[src/rtl/traffic_pkg.sv]
// traffic_pkg: request indices, lamp encodings and request states shared with the controller
package traffic_pkg;
   localparam int N_REQ  = 5;
   localparam int IDX_P1 = 0;
   localparam int IDX_P2 = 1;
   localparam int IDX_P3 = 2;
   localparam int IDX_P4 = 3;
   localparam int IDX_PL = 4;
   localparam logic [4:0] GREEN    = 5'b10011;
   localparam logic [4:0] YELLOW   = 5'b01000;
   localparam logic [4:0] RED      = 5'b00100;
   localparam logic [3:0] PL_GREEN = 4'b0000;
   localparam logic [3:0] PL_RED   = 4'b1111;
   typedef enum logic {IDLE, PENDING} req_state_t;
endpackage

[src/rtl/traffic_debounce.sv]
// traffic_debounce: two-flop synchroniser and tick-sampled debounce for one detector input
module traffic_debounce #(
   parameter int DEB_CYCLES = 16
) (
   input  logic clk,
   input  logic reset,
   input  logic tick,
   input  logic raw,
   output logic clean
);
   localparam int CW = $clog2(DEB_CYCLES);
   logic [1:0]    sync;
   logic [CW-1:0] cnt;
   always_ff @(posedge clk) begin
      if (reset) begin
         sync  <= '0;
         cnt   <= '0;
         clean <= 1'b0;
      end else begin
         sync <= {sync[0], raw};
         if (tick) begin
            if (sync[1] == clean) cnt <= '0;
            else if (cnt == CW'(DEB_CYCLES - 1)) begin
               cnt   <= '0;
               clean <= ~clean;
            end else cnt <= cnt + 1'b1;
         end
      end
   end
endmodule

[src/rtl/traffic_req_sync.sv]
// traffic_req_sync: debounced, latched service requests feeding the traffic light controller
// Define TRAFFIC_REQ_AGE_EN to build per-request age counters that drive req_urgent.
module traffic_req_sync
   import traffic_pkg::*;
#(
   parameter int SAMPLE_DIV = 1000,
   parameter int DEB_CYCLES = 16,
   parameter int MAX_WAIT   = 64
) (
   input  logic             clk,
   input  logic             reset,
   input  logic [N_REQ-1:0] sense_in,
   input  logic [N_REQ-1:0] serve_ack,
   output logic [N_REQ-1:0] sense_clean,
   output logic [N_REQ-1:0] req_pending,
   output logic [N_REQ-1:0] req_new,
   output logic [N_REQ-1:0] req_urgent
);
   localparam int PW = $clog2(SAMPLE_DIV);
   logic [PW-1:0]    pre;
   logic             tick;
   logic [N_REQ-1:0] clean_q, rise;
   req_state_t       state [N_REQ];
   req_state_t       state_nx [N_REQ];
   assign tick = pre == PW'(SAMPLE_DIV - 1);
   assign rise = sense_clean & ~clean_q;
   always_ff @(posedge clk) begin
      if (reset) pre <= '0;
      else pre <= tick ? '0 : pre + 1'b1;
   end
   for (genvar i = 0; i < N_REQ; i++) begin : g_deb
      traffic_debounce #(.DEB_CYCLES(DEB_CYCLES)) u_deb (
         .clk   (clk),
         .reset (reset),
         .tick  (tick),
         .raw   (sense_in[i]),
         .clean (sense_clean[i])
      );
   end
   // A new rising edge outranks a coincident ack so fresh demand is never dropped.
   always_comb begin
      for (int i = 0; i < N_REQ; i++)
         state_nx[i] = rise[i] ? PENDING : serve_ack[i] ? IDLE : state[i];
   end
   always_ff @(posedge clk) begin
      if (reset) begin
         clean_q <= '0;
         req_new <= '0;
         for (int i = 0; i < N_REQ; i++) state[i] <= IDLE;
      end else begin
         clean_q <= sense_clean;
         for (int i = 0; i < N_REQ; i++) begin
            state[i]   <= state_nx[i];
            req_new[i] <= rise[i] && state[i] == IDLE;
         end
      end
   end
   always_comb begin
      req_pending = '0;
      for (int i = 0; i < N_REQ; i++) req_pending[i] = state[i] == PENDING;
   end
`ifdef TRAFFIC_REQ_AGE_EN
   // Sized to hold MAX_WAIT itself so the saturated value never wraps.
   localparam int AW = $clog2(MAX_WAIT + 1);
   logic [AW-1:0] age [N_REQ];
   always_ff @(posedge clk) begin
      for (int i = 0; i < N_REQ; i++) begin
         if (reset || state_nx[i] == IDLE || (rise[i] && (state[i] == IDLE || serve_ack[i])))
            age[i] <= '0;
         else if (tick && age[i] != AW'(MAX_WAIT))
            age[i] <= age[i] + 1'b1;
      end
   end
   always_comb begin
      req_urgent = '0;
      for (int i = 0; i < N_REQ; i++)
         req_urgent[i] = state[i] == PENDING && age[i] == AW'(MAX_WAIT);
   end
`else
   localparam int unused_max_wait = MAX_WAIT;
   assign req_urgent = '0;
`endif
endmodule

[config.mk]
export PLATFORM = sky130hd
export DESIGN_NAME = traffic_req_sync
export DESIGN_NICKNAME = d
export VERILOG_FILES = /design/src/rtl/traffic_pkg.sv /design/src/rtl/traffic_debounce.sv /design/src/rtl/traffic_req_sync.sv
export SDC_FILE = /design/constraint.sdc
export NUM_CORES = 1
export LEC_CHECK = 0
export CORE_ASPECT_RATIO = 1.25
export CORE_MARGIN = 2
export CORE_UTILIZATION = 54
export DETAILED_ROUTE_END_ITERATION = 10
export PLACE_DENSITY = 0.75
export SETUP_SLACK_MARGIN = 0.15
export SYNTH_ARGS = -nofsm -noshare
export SYNTH_HDL_FRONTEND = slang
export SYNTH_HIERARCHICAL = 1
export SYNTH_SLANG_ARGS = --single-unit
[constraint.sdc]
create_clock -name clk -period 2.5 [get_ports clk]
set_input_delay 0.5 -clock clk [delete_from_list [all_inputs] [get_ports clk]]
set_output_delay 0.5 -clock clk [all_outputs]
set_load 0.1 [all_outputs]
==> Yosys cells after proc, flatten, opt, wreduce, memory -nomap -nowiden <==
Memory sizes are Yosys's and may differ from the RTL's.
Cells that the tools add are included.
{ "word_totals": {"register_bits": 55, "latchBits": 0, "ramBits": 5, "rom_bits": 0, "in_bits": 12, "out_inout_bits": 20, "mem_count": 1} }
{ "mem_list": {"columns": ["name", "words", "word_bits", "read_ports", "rd_clocked_by_memory_dff", "wr", "line_no", "source"], "rows": [
  ["state", 5, 1, 5, 0, 5, "traffic_req_sync.sv:23", "req_state_t state [N_REQ];"]
]} }
{ "classes": {"n_addsub": 6, "n_mul": 0, "div": 0, "n_lt_le_gt_ge": 0, "eq_ne": 11, "shifts": 0, "n_mux": 28, "n_bitwise": 22, "n_reduce_logical": 11} }
{ "op_table": {"columns": ["cell", "n"], "rows": [
  ["4-bit 2-to-1 mux", 10],
  ["4-bit by 1-bit adder with 4-bit output (second input constant)", 5],
  ["4-bit == test (second input constant)", 5],
  ["1-bit 2-to-1 mux", 18],
  ["1-bit inverter", 15],
  ["3-bit AND reduction", 5],
  ["10-bit by 1-bit adder with 10-bit output (second input constant)", 1],
  ["10-bit == test (second input constant)", 1],
  ["5-bit bitwise AND", 1],
  ["1-bit == test", 5],
  ["1-bit logical AND", 5],
  ["5-bit inverter", 1],
  ["1-bit OR", 5],
  ["2-bit OR reduction", 1]
]} }

==> Longest topological paths before layout <==
Gate-level depths: netlist (run 1).
{ "logic_depth": {"word_depth": 4, "mapped_depth": 7} }

==> By module <==
Netlist (run 1), hierarchy kept.
{ "by_module_without_submodules": {"columns": ["mod", "instances", "cells_each", "area_per_inst_um2", "seq_area_each_um2"], "rows": [
  ["traffic_debounce", 5, 27, 300.3, 140.1],
  ["traffic_req_sync", 1, 103, 1001.0, 500.5]
]} }

==> Worst setup path after synthesis (run 1) <==
OpenSTA, ideal clock, no wires.
{ "synth_timing": {"path_type": "register to register", "start": "reg pre[0]", "end": "reg g_deb[0].u_deb.cnt[3]", "setup_time_ns": 0.116, "arrival_ns": 1.890, "required_ns": 2.384, "path_slack_ns": 0.494, "path_stages_with_launch": 8, "path_buffers": 1, "synth_period_minus_slack_ns": 2.006, "cell_sequence": "dfxtp_1 > ha_1 > nand4bb_1 > nor3_1 > buf_6 > nand4_4 > xnor2_1 > and3_1"} }
{ "synth_via": {"elab_chain_cells": 1} }
{ "synth_lines": {"columns": ["item", "line_no", "source"], "rows": [
  ["start, declared", "traffic_req_sync.sv:20", "logic [PW-1:0] pre;"],
  ["start signal, assigned", "traffic_req_sync.sv:29", "else pre <= tick ? '0 : pre + 1'b1;"],
  ["10-bit == test", "traffic_req_sync.sv:25", "assign tick = pre == PW'(SAMPLE_DIV - 1);"],
  ["named net tick", "traffic_req_sync.sv:21", "logic tick;"],
  ["end signal, assigned", "traffic_debounce.sv:26", "end else cnt <= cnt + 1'b1;"],
  ["end, declared", "traffic_debounce.sv:13", "logic [CW-1:0] cnt;"]
]} }
The timed path passes the listed nets, and every way through them passes these cells.
A chain may end at the register's enable or synchronous reset.

==> Worst setup path after layout (run 1) <==
{ "layout_timing": {"start": "reg pre[0]", "end": "reg g_deb[4].u_deb.clean"} }
{ "layout_via": {"elab_chain_cells": 2} }
{ "layout_lines": {"columns": ["item", "line_no", "source"], "rows": [
  ["10-bit == test", "traffic_req_sync.sv:25", null],
  ["named net tick", "traffic_req_sync.sv:21", null],
  ["3-bit AND reduction (no line)", null, null],
  ["end signal, assigned", "traffic_debounce.sv:25", "clean <= ~clean;"],
  ["end, declared", "traffic_debounce.sv:9", "output logic clean"]
]} }
The timed path passes the listed nets, and every way through them passes these cells.

==> results.ini, run 1 <==
[run_status]
status = completed

[timing]
maxSlewViolCount = 0
hold_viol = 0
setup_violations = 0
fin_setup_tns_ns = 0
skew_ns = 0.00584
post-route-min-period_ns = 1.89
rsz0062_at_grt = no
post-route-period-util = 0.757
max_freq_ghz = 0.528

[cells_and_area]
final_area_um2 = 2970
insertedDiodeCount = 0
final_core_util = 0.671
layout-drive-gt1-share = 0.167
layout.nets = 288
area_growth_syn_to_layout_pct = 18.6

[min_path]
hp-class = reg -> reg
min_to = req_new[1]
min_path_cells = 1
min_from = clean_q[1]

[clock_tree]
cts_root_buf = clkbuf_8
clk_latency_ns = 0.33
cts.sinks = 60
post_cts_buffers = 0
clock_path_buffers = 2
ctsHoldBuffers = 0
clkTransAtPathRegs_ns = 0.06
cts_resized = 0
cts_tree = done
htreeDepth = 3
numCtsBuffers = 9

[floorplanning]
die_w_um = 64.9
die-area_um2 = 5200
rows = 27
dieHeight_um = 80.1
initial_core_util = 0.565
core-area_um2 = 4430
ios = 32

[critical_path]
worstPathMaxFanout = 35
critPathCaptureType = flip-flop
required_ns = 2.72
reg2reg_depth = 7
r2r-end = g_deb[4].u_deb/clean
r2r_slack_ns = 0.61
r2r-start = pre[0]
cp_data_arrival_time_ns = 2.11
worstPathCellList = ha_1 -> nand4bb_1 -> nor3_2 -> buf_12 -> nand4_1 -> mux2i_1 -> nor2_1
slowest_stage = dfxtp_1
cp-start-kind = flip-flop
max_stage_delay_ns = 0.37
critPathKind = reg -> reg
cp_num_buf_inv = 1
cp_top_family = simple AND/OR/NAND/NOR gates
cp-startpoint = pre[0]

[drt]
drtAntennaViolNets = 0
routedWlPerCell_um = 12.0
route.met2.wl_mm = 2.05
drt_iter0_drc = 61
vias_per_cell = 5.14
met3_length_um = 130
top_layer = met4
wl_mm = 3.98
firstDrtPassIters = 4
wl_met1_mm = 1.70
drcViolationCount = 0
num_vias = 1711

[power_and_ir_drop]
leakage_nw = 1.31
vdd.ir_drop.worst_uv = 451
total_power_mw = 2.02
power_density_nw_per_um2 = 681

[yosys]
netlist.area_leader.share = 0.480
yosysUniqueCellTypes = 36
syn_area_per_cell_um2 = 10.5
synth_warnings = 6
ys_ff_latch = 60
synth_edf_count = 0
async_reset_ff_frac = 0
netlist_instances = 238
synth_area_leader_cell = dfxtp_1
netlist_area_um2 = 2500
synth_area_leaders = dfxtp_1 (48%), nand4_4 (4.3%), xnor2_1 (4.2%)
ys.flop_type = dfxtp_1
ys_seq_area_frac = 0.480

[global_routing]
grt_overflow = 0
grt_pass1_vias = 1681
grt_max_degree = 43
grtUsageTotal = 0.179
antenna_found_initial = 0
grt_pass1_wl_mm = 7.04

[placement]
dpl.hpwl_mm = 2.68
place_congestion = 0.811
place_area_um2 = 2750
io_buffers = 26

[run]
maxCapViolations = 0

-- Yosys cell counts (6+ instances only) --
master and n:
xor2_1 11, nand4_1 7, ha_1 6, xnor2_1 12, dfxtp_1 60, and3_1 11
nand2b_1 10, a21oi_1 12, nor2b_1 16, nor2_1 20, nand2_1 9, mux2i_1 10
-- metal layers --
| layer | GRT usage | vias to the layer above |
|---|---|---|
| met5 | 0 | - |
| met4 | 0.123 | 0 |
| met3 | 0.0518 | 9 |
| met2 | 0.302 | 28 |
| met1 | 0.192 | 793 |
| li1 | - | 881 |
-- per-stage QoR --
step,setup WS [ns],std cells,hold WS (ns)
3_5_place_dp,0.626,317,0.399
5_1_grt,0.406,333,0.423
6_report,0.606,333,0.409
3_3_place_gp,0.726,317,0.397
2_1_floorplan,0.494,242,0.387
4_1_cts,0.584,333,0.410
-- power by group --
part	switching [mW]	total [mW]	leakage, nW	internal (mW)
Combinational	0.0609	0.0982	0.713	0.0373
Clock	0.356	0.939	0.113	0.583
Sequential	0.0120	0.983	0.486	0.971
-- worst max path at each step --
| stage | endpoint | slack (ns) | depth (start not counted) |
|---|---|---|---|
| 2_1_floorplan | g_deb[0].u_deb/cnt[3] | 0.49 | 7 |
| 3_3_place_gp | g_deb[3].u_deb/clean | 0.73 | 7 |
| 3_5_place_dp | g_deb[4].u_deb/clean | 0.63 | 7 |
| 4_1_cts | g_deb[4].u_deb/clean | 0.58 | 7 |
| 5_1_grt | g_deb[4].u_deb/clean | 0.41 | 7 |
| 6_report | g_deb[4].u_deb/clean | 0.61 | 7 |
-- worst register-to-register path: stages (launching register included) --
cell and delay, ns:
dfxtp_1 0.37, ha_1 0.27, nand4bb_1 0.23, nor3_2 0.23, buf_12 0.26, nand4_1 0.18, mux2i_1 0.19, nor2_1 0.05
-- cell usage in the layout (no fill, tap or decap), drive strengths merged, types with 3 or more instances in the layout --
cell	count
nand2b	10
dfxtp	60
clkdlybuf4s50	11
and3	12
buf	17
inv	3
nand3	4
nor2b	16
xor2	11
clkbuf	11
nor3b	5
o21ai	4
nor2	20
nand2	9
mux2i	10
clkinv	3
ha	6
a21o	5
a21oi	12
nand4	13
conb	5
xnor2	12
-- cell type report --
cell class                      instances  area (um2)
Inverter                                3        11.3
Fill cell                             360        1460
Multi-Input combinational cell        168        1200
Clock inverter                          5        75.1
Clock buffer                           11         141
Sequential cell                        60        1200
Tap cell                               58        72.6
Timing Repair Buffer                   28         263
-- state kept, by name, indices dropped and copies added, names as in the netlist --
name               count
clean_q                5
g_deb.u_deb/cnt       20
g_deb.u_deb/sync      10
g_deb.u_deb/clean      5
req_new                5
pre                   10
state                  5
-- kinds of logic (layout without fill, tap and decap cells) --
| kind of cell | Yosys count | count (layout) | share of synthesized area |
|---|---|---|---|
| buffers and inverters | 14 | 47 | 0.0470 |
| DFF | 60 | 60 | 0.480 |
| AOI/OAI and AO/OA | 27 | 27 | 0.0675 |
| muxes | 10 | 10 | 0.0400 |
| xor gates and xnor gates | 23 | 23 | 0.0805 |
| adders and majority gates | 6 | 6 | 0.0300 |
| and+or+nand+nor | 97 | 97 | 0.254 |
| other | 1 | 5 | 0.00150 |
No activity file was read; power rests on OpenSTA's default activity.
==> run 2, diff against run 1 <==
Clock period 2.5 ns to 1.8 ns, I/O delays scaled along.
==> results.ini, run 2 (synthesis results as in run 1) <==
[clock_tree]
cts.sinks = 60  ; unchanged
clk_latency_ns = 0.34  ; about the same
clkTransAtPathRegs_ns = 0.07  ; about the same
htreeDepth = 3  ; unchanged
cts_tree = done
numCtsBuffers = 9  ; unchanged
cts_root_buf = clkbuf_8
clock_path_buffers = 2  ; unchanged

[global_routing]
grt_overflow = 0  ; unchanged
antenna_found_initial = 0  ; unchanged
grtUsageTotal = 0.205  ; +0.0253
grt_max_degree = 43  ; unchanged
grt_pass1_vias = 1810  ; +7.7%
grt_pass1_wl_mm = 7.93  ; +13%

[critical_path]
worstPathCellList = ha_4 -> nand4bb_4 -> nor3_4 -> buf_12 -> buf_4 -> nand4_4 -> xnor2_1 -> and3_1
cp_data_arrival_time_ns = 1.91  ; -0.20 ns
reg2reg_depth = 8  ; +1
max_stage_delay_ns = 0.37  ; about the same
critPathKind = reg -> reg
slowest_stage = dfxtp_4
r2r-end = g_deb[4].u_deb/cnt[3]
r2r-start = pre[0]
r2r_slack_ns = 0.13  ; -0.48 ns
critPathCaptureType = flip-flop
cp-start-kind = flip-flop
required_ns = 2.03  ; -0.69 ns
worstPathMaxFanout = 7  ; -80%

[drt]
drt_iter0_drc = 114  ; +87%
wl_mm = 4.99  ; +25%
routedWlPerCell_um = 14.3  ; +19%
drtAntennaViolNets = 0  ; unchanged
firstDrtPassIters = 5  ; +1
num_vias = 1790  ; +4.6%
vias_per_cell = 5.11  ; -0.46%
drcViolationCount = 0  ; unchanged

[placement]
dpl.hpwl_mm = 3.04  ; +13%
place_area_um2 = 3010  ; +9.3%
io_buffers = 26  ; unchanged
place_ws_ns = 0.106  ; -0.519 ns
place_congestion = 0.838  ; +3.4%
dpl.cell_count = 321  ; +1.3%

[cells_and_area]
fill_cells = 284  ; -21%
top_register = g_deb.u_deb/cnt
top_regs = g_deb.u_deb/cnt x20, g_deb.u_deb/sync x10, pre x10
final_cells = 350  ; +5.1%
final_area_um2 = 3390  ; +14%
largest_reg_flops = 20  ; unchanged
layout_commonest_cell = dfxtp_1
final_core_util = 0.765  ; +0.0944
layout.nets = 305  ; +5.9%
multi_input_area_um2 = 1260  ; +5.0%
seqCellArea_um2 = 1210  ; +0.42%
layout-drive-gt1-share = 0.236  ; +0.0690
area_growth_syn_to_layout_pct = 35.3
insertedDiodeCount = 0  ; unchanged
final_cell_mix = dfxtp_1 (58), nor2_1 (20), buf_12 (20)

[timing]
hold_viol = 0  ; unchanged
post-route-period-util = 0.930  ; +0.173
setup_violations = 0  ; unchanged
max_freq_ghz = 0.597  ; +13%
skew_ns = 0.00580  ; -0.0000415 ns
maxSlewViolCount = 0  ; unchanged
rsz0062_at_grt = yes
fin_setup_tns_ns = 0  ; unchanged
post-route-min-period_ns = 1.67  ; -0.219 ns
hold_slack_ns = 0.400  ; -0.00908 ns
worst_slack_ns = 0.125  ; -0.481 ns

[floorplanning]
core-area_um2 = 4430  ; unchanged
initial_core_util = 0.565  ; unchanged
die_w_um = 64.9  ; unchanged
die-area_um2 = 5200  ; unchanged
dieHeight_um = 80.1  ; unchanged
rows = 27  ; unchanged
ios = 32  ; unchanged

[min_path]
min_to = req_new[3]
min_from = clean_q[3]
min_path_cells = 1  ; unchanged
hp-class = reg -> reg

[run]
maxCapViolations = 0  ; unchanged

[power_and_ir_drop]
total_power_mw = 2.62  ; +30%
power_density_nw_per_um2 = 774  ; +14%
leakage_nw = 1.48  ; +13%
vdd.ir_drop.worst_uv = 730  ; +62%

[run_status]
status = completed

## run 2: repair_timing
item / CTS / global route
pin swaps: 1 / 14
cloned: 1 / 0
resized for setup: 0 / 10
setup buffers: 0 / 12
endpoints found under the setup margin: 11 / 23
hold buffers: 0 / 0
## run 2: worst max-delay path: cells and delay by family (launching register included)
kind | cells | cell delay (ns)
fa+ha+maj | 1 | 0.16
buf+inv | 2 | 0.28
flops | 1 | 0.37
simple gates | 4 | 0.61
xor+xnor | 1 | 0.14
## run 2: power breakdown
| part | total (mW) | switching, mW | internal, mW |
|---|---|---|---|
| registers | 1.37 | 0.0170 | 1.35 |
| logic | 0.150 | 0.0915 | 0.0589 |
| clock network | 1.11 | 0.493 | 0.612 |
## run 2: cell type report
| type | instances | area share |
|---|---|---|
| multi-input combinational | 168 | 0.373 |
| sequential | 60 | 0.356 |
| timing repair buffer | 45 | 0.192 |
| clock buffer | 15 | 0.0521 |
| tap | 58 | 0.0214 |
| inverter | 3 | 0.00333 |
| clock inverter | 1 | 0.00148 |
## run 2: how the worst max path moves through the flow
stage / from / end / slack, ns
after CTS: pre[8] / g_deb[2].u_deb/cnt[3] / 0.15
after global routing: pre[0] / g_deb[2].u_deb/clean / 0.05
after global placement: pre[0] / g_deb[4].u_deb/cnt[3] / 0.14
after floorplan: pre[0] / g_deb[0].u_deb/cnt[3] / 0.17
final: pre[0] / g_deb[4].u_deb/cnt[3] / 0.13
after detailed placement: pre[1] / g_deb[0].u_deb/clean / 0.11
## run 2: per-layer routing
| metal | up-vias | GRT usage | part of all wire |
|---|---|---|---|
| met5 | - | 0 | 0 |
| met4 | 0 | 0.126 | 0.021 |
| met3 | 12 | 0.0560 | 0.034 |
| met2 | 28 | 0.344 | 0.52 |
| met1 | 833 | 0.228 | 0.42 |
| li1 | 917 | - | - |
==> run 3, diff against run 2 <==
Settings changed: SLEW_MARGIN from default to 5.
==> results of run 3 <==
Same layout as run 2: the final DEF is identical, and so are final timing and power.
